--- src/rtl/mem_arb_pkg.sv ---
// Shared encodings and default widths for the memory port arbiter.
package mem_arb_pkg;

  localparam int ADDR_W_DEF  = 13;
  localparam int DATA_W_DEF  = 8;
  localparam int MEM_LAT_DEF = 2;

  typedef enum logic [1:0] {
    ST_IDLE   = 2'd0,
    ST_ACCESS = 2'd1,
    ST_RESP   = 2'd2
  } state_e;

  localparam logic OWN_CPU = 1'b0;
  localparam logic OWN_LD  = 1'b1;

endpackage

--- src/rtl/mem_arb_pick.sv ---
// Combinational winner select between CPU and loader requests.
// MEM_PORT_ARB_RR_EN: on a tie the non-owner wins; otherwise the CPU always wins.
module mem_arb_pick
  import mem_arb_pkg::*;
(
  input  logic cpu_req_i,
  input  logic ld_req_i,
  input  logic last_owner_i,
  output logic grant_vld_o,
  output logic grant_owner_o
);

  assign grant_vld_o = cpu_req_i | ld_req_i;

`ifdef MEM_PORT_ARB_RR_EN
  always_comb begin
    grant_owner_o = cpu_req_i ? OWN_CPU : OWN_LD;
    if (cpu_req_i && ld_req_i) begin
      grant_owner_o = ~last_owner_i;
    end
  end
`else
  logic unused_last_owner;
  assign unused_last_owner = last_owner_i;

  always_comb begin
    grant_owner_o = cpu_req_i ? OWN_CPU : OWN_LD;
  end
`endif

endmodule

--- src/rtl/mem_port_arbiter.sv ---
// Shares one memory between the CPU path and the loader; each access holds mem_en
// for MEM_LAT cycles then pulses the owner's ack. Tie-break set by MEM_PORT_ARB_RR_EN.
module mem_port_arbiter
  import mem_arb_pkg::*;
#(
  parameter int ADDR_W  = ADDR_W_DEF,
  parameter int DATA_W  = DATA_W_DEF,
  parameter int MEM_LAT = MEM_LAT_DEF
) (
  input  logic              clk,
  input  logic              rst,
  input  logic              cpu_req,
  input  logic              cpu_we,
  input  logic [ADDR_W-1:0] cpu_addr,
  input  logic [DATA_W-1:0] cpu_wdata,
  output logic              cpu_ack,
  input  logic              ld_req,
  input  logic              ld_we,
  input  logic [ADDR_W-1:0] ld_addr,
  input  logic [DATA_W-1:0] ld_wdata,
  output logic              ld_ack,
  output logic [DATA_W-1:0] rdata,
  output logic              mem_en,
  output logic              mem_we,
  output logic [ADDR_W-1:0] mem_addr,
  output logic [DATA_W-1:0] mem_wdata,
  input  logic [DATA_W-1:0] mem_rdata,
  output logic              busy,
  output logic              owner
);

  localparam int CNT_W = (MEM_LAT > 1) ? $clog2(MEM_LAT) : 1;
  localparam logic [CNT_W-1:0] CNT_LOAD = CNT_W'(MEM_LAT - 1);

  state_e            state_q, state_d;
  logic [CNT_W-1:0]  cnt_q, cnt_d;
  logic              we_q, we_d;
  logic [ADDR_W-1:0] addr_q, addr_d;
  logic [DATA_W-1:0] wdata_q, wdata_d;
  logic [DATA_W-1:0] rdata_q, rdata_d;
  logic              owner_q, owner_d;
  logic              grant_vld;
  logic              grant_owner;

  mem_arb_pick u_pick (
    .cpu_req_i    (cpu_req),
    .ld_req_i     (ld_req),
    .last_owner_i (owner_q),
    .grant_vld_o  (grant_vld),
    .grant_owner_o(grant_owner)
  );

  always_comb begin
    state_d   = state_q;
    cnt_d     = cnt_q;
    we_d      = we_q;
    addr_d    = addr_q;
    wdata_d   = wdata_q;
    rdata_d   = rdata_q;
    owner_d   = owner_q;
    mem_en    = 1'b0;
    mem_we    = 1'b0;
    cpu_ack   = 1'b0;
    ld_ack    = 1'b0;
    busy      = 1'b0;
    mem_addr  = addr_q;
    mem_wdata = wdata_q;
    rdata     = rdata_q;
    owner     = owner_q;

    case (state_q)
      ST_IDLE: begin
        if (grant_vld) begin
          owner_d = grant_owner;
          we_d    = (grant_owner == OWN_LD) ? ld_we    : cpu_we;
          addr_d  = (grant_owner == OWN_LD) ? ld_addr  : cpu_addr;
          wdata_d = (grant_owner == OWN_LD) ? ld_wdata : cpu_wdata;
          cnt_d   = CNT_LOAD;
          state_d = ST_ACCESS;
        end
      end
      ST_ACCESS: begin
        mem_en = 1'b1;
        mem_we = we_q;
        busy   = 1'b1;
        if (cnt_q != '0) begin
          cnt_d = cnt_q - CNT_W'(1);
        end else begin
          // Read data is captured on the last wait cycle and held until the next read.
          if (!we_q) begin
            rdata_d = mem_rdata;
          end
          state_d = ST_RESP;
        end
      end
      ST_RESP: begin
        busy    = 1'b1;
        cpu_ack = (owner_q == OWN_CPU);
        ld_ack  = (owner_q == OWN_LD);
        state_d = ST_IDLE;
      end
      default: begin
        state_d = ST_IDLE;
      end
    endcase
  end

  always_ff @(posedge clk) begin
    if (rst) begin
      state_q <= ST_IDLE;
      cnt_q   <= '0;
      we_q    <= 1'b0;
      addr_q  <= '0;
      wdata_q <= '0;
      rdata_q <= '0;
      owner_q <= OWN_CPU;
    end else begin
      state_q <= state_d;
      cnt_q   <= cnt_d;
      we_q    <= we_d;
      addr_q  <= addr_d;
      wdata_q <= wdata_d;
      rdata_q <= rdata_d;
      owner_q <= owner_d;
    end
  end

endmodule

--- config.mk ---
export PLATFORM = sky130hd
export DESIGN_NAME = mem_port_arbiter
export DESIGN_NICKNAME = d
export VERILOG_FILES = /design/src/rtl/mem_arb_pkg.sv /design/src/rtl/mem_arb_pick.sv /design/src/rtl/mem_port_arbiter.sv
export SDC_FILE = /design/constraint.sdc
export NUM_CORES = 1
export LEC_CHECK = 0
export ABC_AREA = 1
export CELL_PAD_IN_SITES_DETAIL_PLACEMENT = 1
export CELL_PAD_IN_SITES_GLOBAL_PLACEMENT = 1
export CORE_MARGIN = 2
export CORE_UTILIZATION = 27
export CTS_CLUSTER_DIAMETER = 200
export DETAILED_ROUTE_END_ITERATION = 7
export PLACE_DENSITY = 0.9
export SYNTH_ARGS = -nofsm -noshare
export SYNTH_HDL_FRONTEND = slang
export SYNTH_SLANG_ARGS = --single-unit
export TNS_END_PERCENT = 1
--- constraint.sdc ---
create_clock -name clk -period 2.7 [get_ports clk]
set_clock_uncertainty 0.1 [all_clocks]
set_input_delay 0.405 -clock clk [delete_from_list [all_inputs] [get_ports clk]]
set_output_delay 0.405 -clock clk [all_outputs]
set_load 0.02 [all_outputs]
**Word level (Yosys, flattened, before mapping)**

Index checks and enable logic that the tools add are counted.

- Output and inout bits: 35
- Logic and storage cells: 38
- Flip-flop bits (word level): 34
- Input port bits: 56

- Bitwise operators: 4
- Muxes and demuxes: 15
- $add $sub $neg: 1
- Reduce and logical (&&, ||, !) cells: 7
- Equal/unequal tests: 4

Operator list:

| operator | number |
|---|---|
| 2-to-1 mux 13 bit | 1 |
| 2-to-1 mux 1 bit | 9 |
| 2-to-1 mux 8 bit | 1 |
| AND reduction 2 bit | 3 |
| 2-to-1 mux 2 bit | 2 |
| != test 2 bit, second input constant | 2 |
| case mux 2 bit (2 select lines) | 1 |
| inverter 1 bit | 3 |
| AND reduction 3 bit | 1 |
| == test 2 x 1 -> 1 bit, second input constant | 1 |
| == test 2 bit, second input constant | 1 |
| logical NOT 2 bit | 1 |
| case mux 1 bit (2 select lines) | 1 |
| nonzero test 2 bit | 1 |
| OR reduction 2 bit | 1 |
| bitwise OR 1 bit | 1 |
| subtractor 1 bit, second input constant | 1 |

**Depth between registers and ports, before layout**

- Depth after elaboration: 3
- Mapped depth: 7

**Cells and area by module**

Synthesis repeated with hierarchy kept, for this count alone.

- Cell total of the unflattened synthesis: 287
- Area, all modules: 1819.2 um^2

Modules (own cells, without submodules):

| module | area an instance (um^2) | times used | cells each |
|---|---|---|---|
| mem_port_arbiter | 1805.5 | 1 | 284 |
| mem_arb_pick | 13.8 | 1 | 3 |

**Least setup slack after synthesis**

OpenSTA, ideal clock, no wires.

- Kind: register -> output
- Start: register state_q[0]
- End: output cpu_ack
- Setup slack: 1315 ps
- Buffers on the path: 0
- Cell stages (with the launch flop): 5
- Required time: 2195 ps
- Data arrival time: 880 ps
- Cells stage by stage: dfxtp_1 -> inv_1 -> ha_1 -> inv_1 -> nor2_1

- Cells in the longest elaborated chain, start to end: 2

RTL lines:

| item | RTL line | text |
|---|---|---|
| from (decl) | mem_port_arbiter.sv:35 | `state_e state_q, state_d;` |
| from (signal assigned) | mem_port_arbiter.sv:118 | `state_q <= state_d;` |
| == test 2 bit | mem_port_arbiter.sv:71 | `case (state_q)` |
| 2-to-1 mux 1 bit | mem_port_arbiter.sv:71 |  |
| to (decl) | mem_port_arbiter.sv:16 | `output logic cpu_ack,` |

No other way between the ends.

**Final worst setup path**

- Start: register state_q[1]
- End: output mem_we

- Cells in the longest elaborated chain, start to end: 2

RTL lines:

| item | RTL line | text |
|---|---|---|
| == test 2 x 1 -> 1 bit | mem_port_arbiter.sv:71 |  |
| 2-to-1 mux 1 bit | mem_port_arbiter.sv:71 |  |
| to (decl) | mem_port_arbiter.sv:24 | `output logic mem_we,` |

No other way between the ends.

==> results.toml <==
[detailed_routing]
wl_per_cell_um = 11.6
ant_nets = 0
firstDrtPassIters = 3
routed_via_density = 4.27
vias = 1933
drcViolationCount = 0
drtIter0Drc = 43
totalWireLength_mm = 5.25

[sta]
slew_headroom_pct = 51.8
setup_viol = 0
rsz0062_at_grt = "no"
hold_violations = 0
worst_pin_slew_ns = 0.723
fin_crit_sh_pct = 81.7
min_period_ns = 2.21
setup_ws_ns = 0.494
fmax_mhz = 453
whs_ns = 0.395
slew_viol_final = 0
tns_ns = 0

[power_and_ir_drop]
powerDensity_nw_per_um2 = 866
leakagePower_uw = 0.00135
ir_drop_v = 0.000605

[floorplan]
core_area_sq_um = 6310
start_util_pct = 27.7
io_pins = 91
die_h_um = 84.5
placementRows = 29
die_w_um = 84.5
die-area_sq_um = 7140

[min_path]
hold_path_class = "reg2reg"
whs_path_depth = 2

[cts]
ctsHoldBuffers = 0
cts_root_buf = "clkbuf_8"
clk_path_buf_depth = 2
path_clk_slew_ns = 0.07
htreeDepth = 2
cts_made_buffers = 5
cts_setup_buffers = 0
cts_sinks = 34
cts_resized = 0
worstSkewPairLatency_ns = 0.28
cts_tree = "done"

[global_route]
antenna_found_initial = 0
grt_first_pass_wirelength_mm = 8.85
grt_max_degree = 46
grt_pass1_vias = 1979
grt_usage_pct = 15.2
grt.overflow.total = 0

[final_layout]
stdcell_area_sq_um = 2770
num_antenna_cells = 0
nNetsFinal = 436
fin_cells = 453
areaGrowthSynthToFinish_pct = 58.5
drive_above_1_share_pct = 2.93

[place]
placed_area_sq_um = 2680
place_congestion = 0.764
place_inst = 445
io_buffers = 90
pre_cts_slack_ns = 0.607
hpwlAfterDp_mm = 3.97

[synthesis]
yosys.area_share.simple_pct = 40.6
synthMuxAreaShare_pct = 0
synth_compound_area_share_pct = 4.65
ys_ff_latch = 34
synth-adder-area-share_pct = 3.58
synth_top_family_by_area = "simple AND/OR/NAND/NOR gates"
synth-xor-area-share_pct = 0
syn_area_sq_um = 1750
avgSynthCellArea_sq_um = 6.09
postSynthCellCount = 287
synth_cell_type_count = 13
yosys_warnings = 0
syn_nets = 348
yosysSeqAreaShare_pct = 38.9

[worst_setup_path]
crit_path_start_kind = "flop"
cp_top_family = "buffers and inverters"
cp.required_ns = 2.19
slowest_stage = "clkdlybuf4s50_1"
endpoint_kind = "output port"
cp_max_fo = 4
cpMostUsedCell = "inv_1"
slowest_delay_ns = 0.60
rr_worst_depth = 7
cp.arrival_ns = 1.70
crit_buf_inv = 3
crit_path_cell_trace = "inv_1 > ha_1 > nand2_1 > inv_1 > clkdlybuf4s50_1"
cp_num_cells = 5
crit_type = "reg2out"

[run_status]
status = "finished, final reports clean"

[flow_run]
cap_violations = 0
==> worst register-to-register path, cell delays in order, from the launching register on <==
cell and delay [ns]:
dfxtp_1 0.40, inv_1 0.11, ha_1 0.28, o21ai_4 0.07, buf_4 0.39, nand2_1 0.11, nand2_1 0.08, nor2_1 0.04
==> synth_stat cells <==
| library cell | instances | area, sq um |
|---|---|---|
| nor2_1 | 66 | 248 |
| nand3_1 | 3 | 15.0 |
| buf_6 | 5 | 56.3 |
| buf_1 | 2 | 7.51 |
| clkbuf_1 | 1 | 3.75 |
| dfxtp_1 | 34 | 681 |
| o21ai_4 | 1 | 16.3 |
| inv_1 | 34 | 128 |
| ha_1 | 5 | 62.6 |
| o21ai_0 | 9 | 45.0 |
| buf_2 | 4 | 20.0 |
| a21oi_1 | 4 | 20.0 |
| nand2_1 | 119 | 447 |
==> state kept, by name, summed over array words and instances, names as in the netlist <==
signal     count
we_q           1
rdata          8
mem_addr      13
state_q        2
cnt_q          1
mem_wdata      8
owner          1
==> placed cells by master (no fill, tap or decap) <==
cell type	n
a21oi_1	4
buf_4	3
clkbuf_1	1
clkbuf_8	6
clkdlybuf4s50_1	90
clkinv_2	1
dfxtp_1	34
ha_1	5
inv_1	34
nand2_1	119
nand3_1	3
nor2_1	66
o21ai_0	9
o21ai_4	1
==> worst paths after layout <==
check                                        startpoint  slack, ns                         to
worst min-delay path              rdata[6]$_SDFFE_PP0P_       0.40      rdata[6]$_SDFFE_PP0P_
worst max-delay path            state_q[1]$_SDFFE_PP0P_       0.49                     mem_we
worst min register to register    rdata[6]$_SDFFE_PP0P_       0.40      rdata[6]$_SDFFE_PP0P_
worst max register to register  state_q[0]$_SDFFE_PP0P_       1.02  mem_wdata[1]$_SDFFE_PP0P_
==> where the power goes <==
group	total, uW	internal (uW)	switching [uW]
Combinational	1240	549	693
Clock	388	206	182
Sequential	771	670	101
Total	2400	1420	977
==> through the flow <==
step / total power, uW / utilization [%]
after global placement: 1980 / 42.5
after floorplan: 1540 / -
final: 2400 / 43.9
after CTS: 2440 / 43.9
after detailed placement: 2040 / 42.5
after global routing: 2610 / 43.9
==> layer usage <==
metal / track usage, % / part of all wire, % / vias up
met2: 27.6 / 51 / 51
met1: 17.9 / 43 / 870
li1: - / - / 1008
met3: 3.54 / 5.5 / 4
met4: 3.90 / 0.93 / 0
met5: 0 / 0 / -
==> cells by family (layout without fill, tap and decap cells) <==
group           Yosys count  after routing
compound gates           14             14
fa+ha+maj                 5              5
buf+inv                  46            135
flops                    34             34
simple gates            188            188
==> cell type report <==
type	count	area [sq um]
tap	77	96.3
sequential	34	681
fill	842	3540
timing repair buffer	93	923
multi-input combinational	207	853
clock buffer	7	86.3
clock inverter	1	5.00
inverter	34	128
Note: power is estimated with default switching activity, not from simulation.
==> edit (same settings) <==
Add a define of `MEM_PORT_ARB_RR_EN`.
--- a/src/rtl/mem_arb_pick.sv
+++ b/src/rtl/mem_arb_pick.sv
@@ -2,2 +2,4 @@
 // MEM_PORT_ARB_RR_EN: on a tie the non-owner wins; otherwise the CPU always wins.
+`define MEM_PORT_ARB_RR_EN
+
 module mem_arb_pick
Function: changed (a bounded check fails within 4 cycles, from zero or initial values and one cycle with rst high).
==> edit against the original RTL <==
- setup slack improved by 0.040 ns
- cell area is 1.3% higher
- wire length is 10% higher
- sequential cell count unchanged
- area after synthesis shrank 0.43%
- critical path depth is the same
- total power up 5.9%
- critical path type unchanged
- largest cell class unchanged
- largest power group unchanged
==> edit: results (changes against the original RTL) <==
| Metric | Value |
|---|---|
| Outcome | finished clean (unchanged) |
| WL met3 | 310 um (was 286 um) |
| Met3 GRT Util | 3.83% (was 3.54%) |
| FF-to-FF End | mem_addr[11] (was mem_wdata[1]) |
| Clk tree area frac | 3.79% (was 3.29%) |
| Layout fillers | 828 (was 842) |
| First-pass GRT wire length | 9670 um (was 8850 um) |
| R2R Setup Slk | 0.94 ns (was 1.02 ns) |
| Place WS | 0.361 ns (was 0.607 ns) |
| Ranking of synthesized cells by area | dfxtp_1, nand3_1, nand2_1 (was dfxtp_1, nand2_1, nor2_1) |
| Multi-input logic area | 792 um2 (was 853 um2) |
| Max VDD drop | 0.000329 V (was 0.000605 V) |
| Vias per inst | 4.58 (was 4.27) |
| Comb_multi_in | 167 (was 207) |
| Number of global-route vias before repair | 2,133 (was 1,979) |
| GR Layer Usage met1 | 20.2% (was 17.9%) |
| Inverters, non-clock | 54 (was 34) |
| Slack of the critical path | 0.534 ns (was 0.494 ns) |
| Net Count, Synth | 330 (was 348) |
| Largest net degree at the start of global routing | 24 (was 46) |
| Total track usage | 16.6% (was 15.2%) |
| Area grow syn2layout | 61.3% (was 58.5%) |
| DR WL/cell | 13.3 um (was 11.6 um) |
| Non-clk buf share | 33.1% (was 33.3%) |
| Gpl congestion | 0.762 (was 0.764) |
| Pre-antenna DRT Iters | 4 (was 3) |
| Dpl hpwl | 4250 um (was 3970 um) |
| Initial drt markers | 65 (was 43) |
| Post-Route WL | 5770 um (was 5250 um) |
| Net Sw Power | 0.00102 W (was 0.000977 W) |
| Power of the sequential group | 0.000774 W (was 0.000771 W) |
| Max reg flops | 13 (unchanged) |
| Register area share after synthesis | 39.1% (was 38.9%) |
| Clock power share | 17.9% (was 16.2%) |
| Comb power frac | 51.6% (was 51.7%) |
| Final nets | 417 (was 436) |
| Non-clock buffers | 94 (was 93) |
| Die Width | 84.3 um (was 84.5 um) |
| Dpl cells | 426 (was 445) |
| Met1 wire length | 2510 um (was 2240 um) |
-- edit: cells by family (layout without fill, tap and decap cells) --
kind of cell / Yosys count / in the layout / synth area share [%]
AO/OA/AOI/OAI: 35 / 35 / 10.3
AND/OR/NAND/NOR: 127 / 127 / 31.6
adder cells (fa/ha/maj): 5 / 5 / 3.59
buffers and inverters: 68 / 156 / 15.4
flip-flops: 34 / 34 / 39.1
-- edit: critical path: cells and delay by family, from the launching register on --
family,cells,cell delay [ns]
and+or+nand+nor,1,0.07
DFF,1,0.33
buffers and inverters,3,0.77
adders and majority gates,1,0.22
-- edit: worst min path at each step --
stage / startpoint / end / slack [ns]
after floorplan: cnt_q / cnt_q / 0.37
after global placement: rdata[4] / rdata[4] / 0.37
after detailed placement: rdata[6] / rdata[6] / 0.38
after CTS: rdata[6] / rdata[6] / 0.39
after global routing: rdata[6] / rdata[6] / 0.42
final: rdata[6] / rdata[6] / 0.39
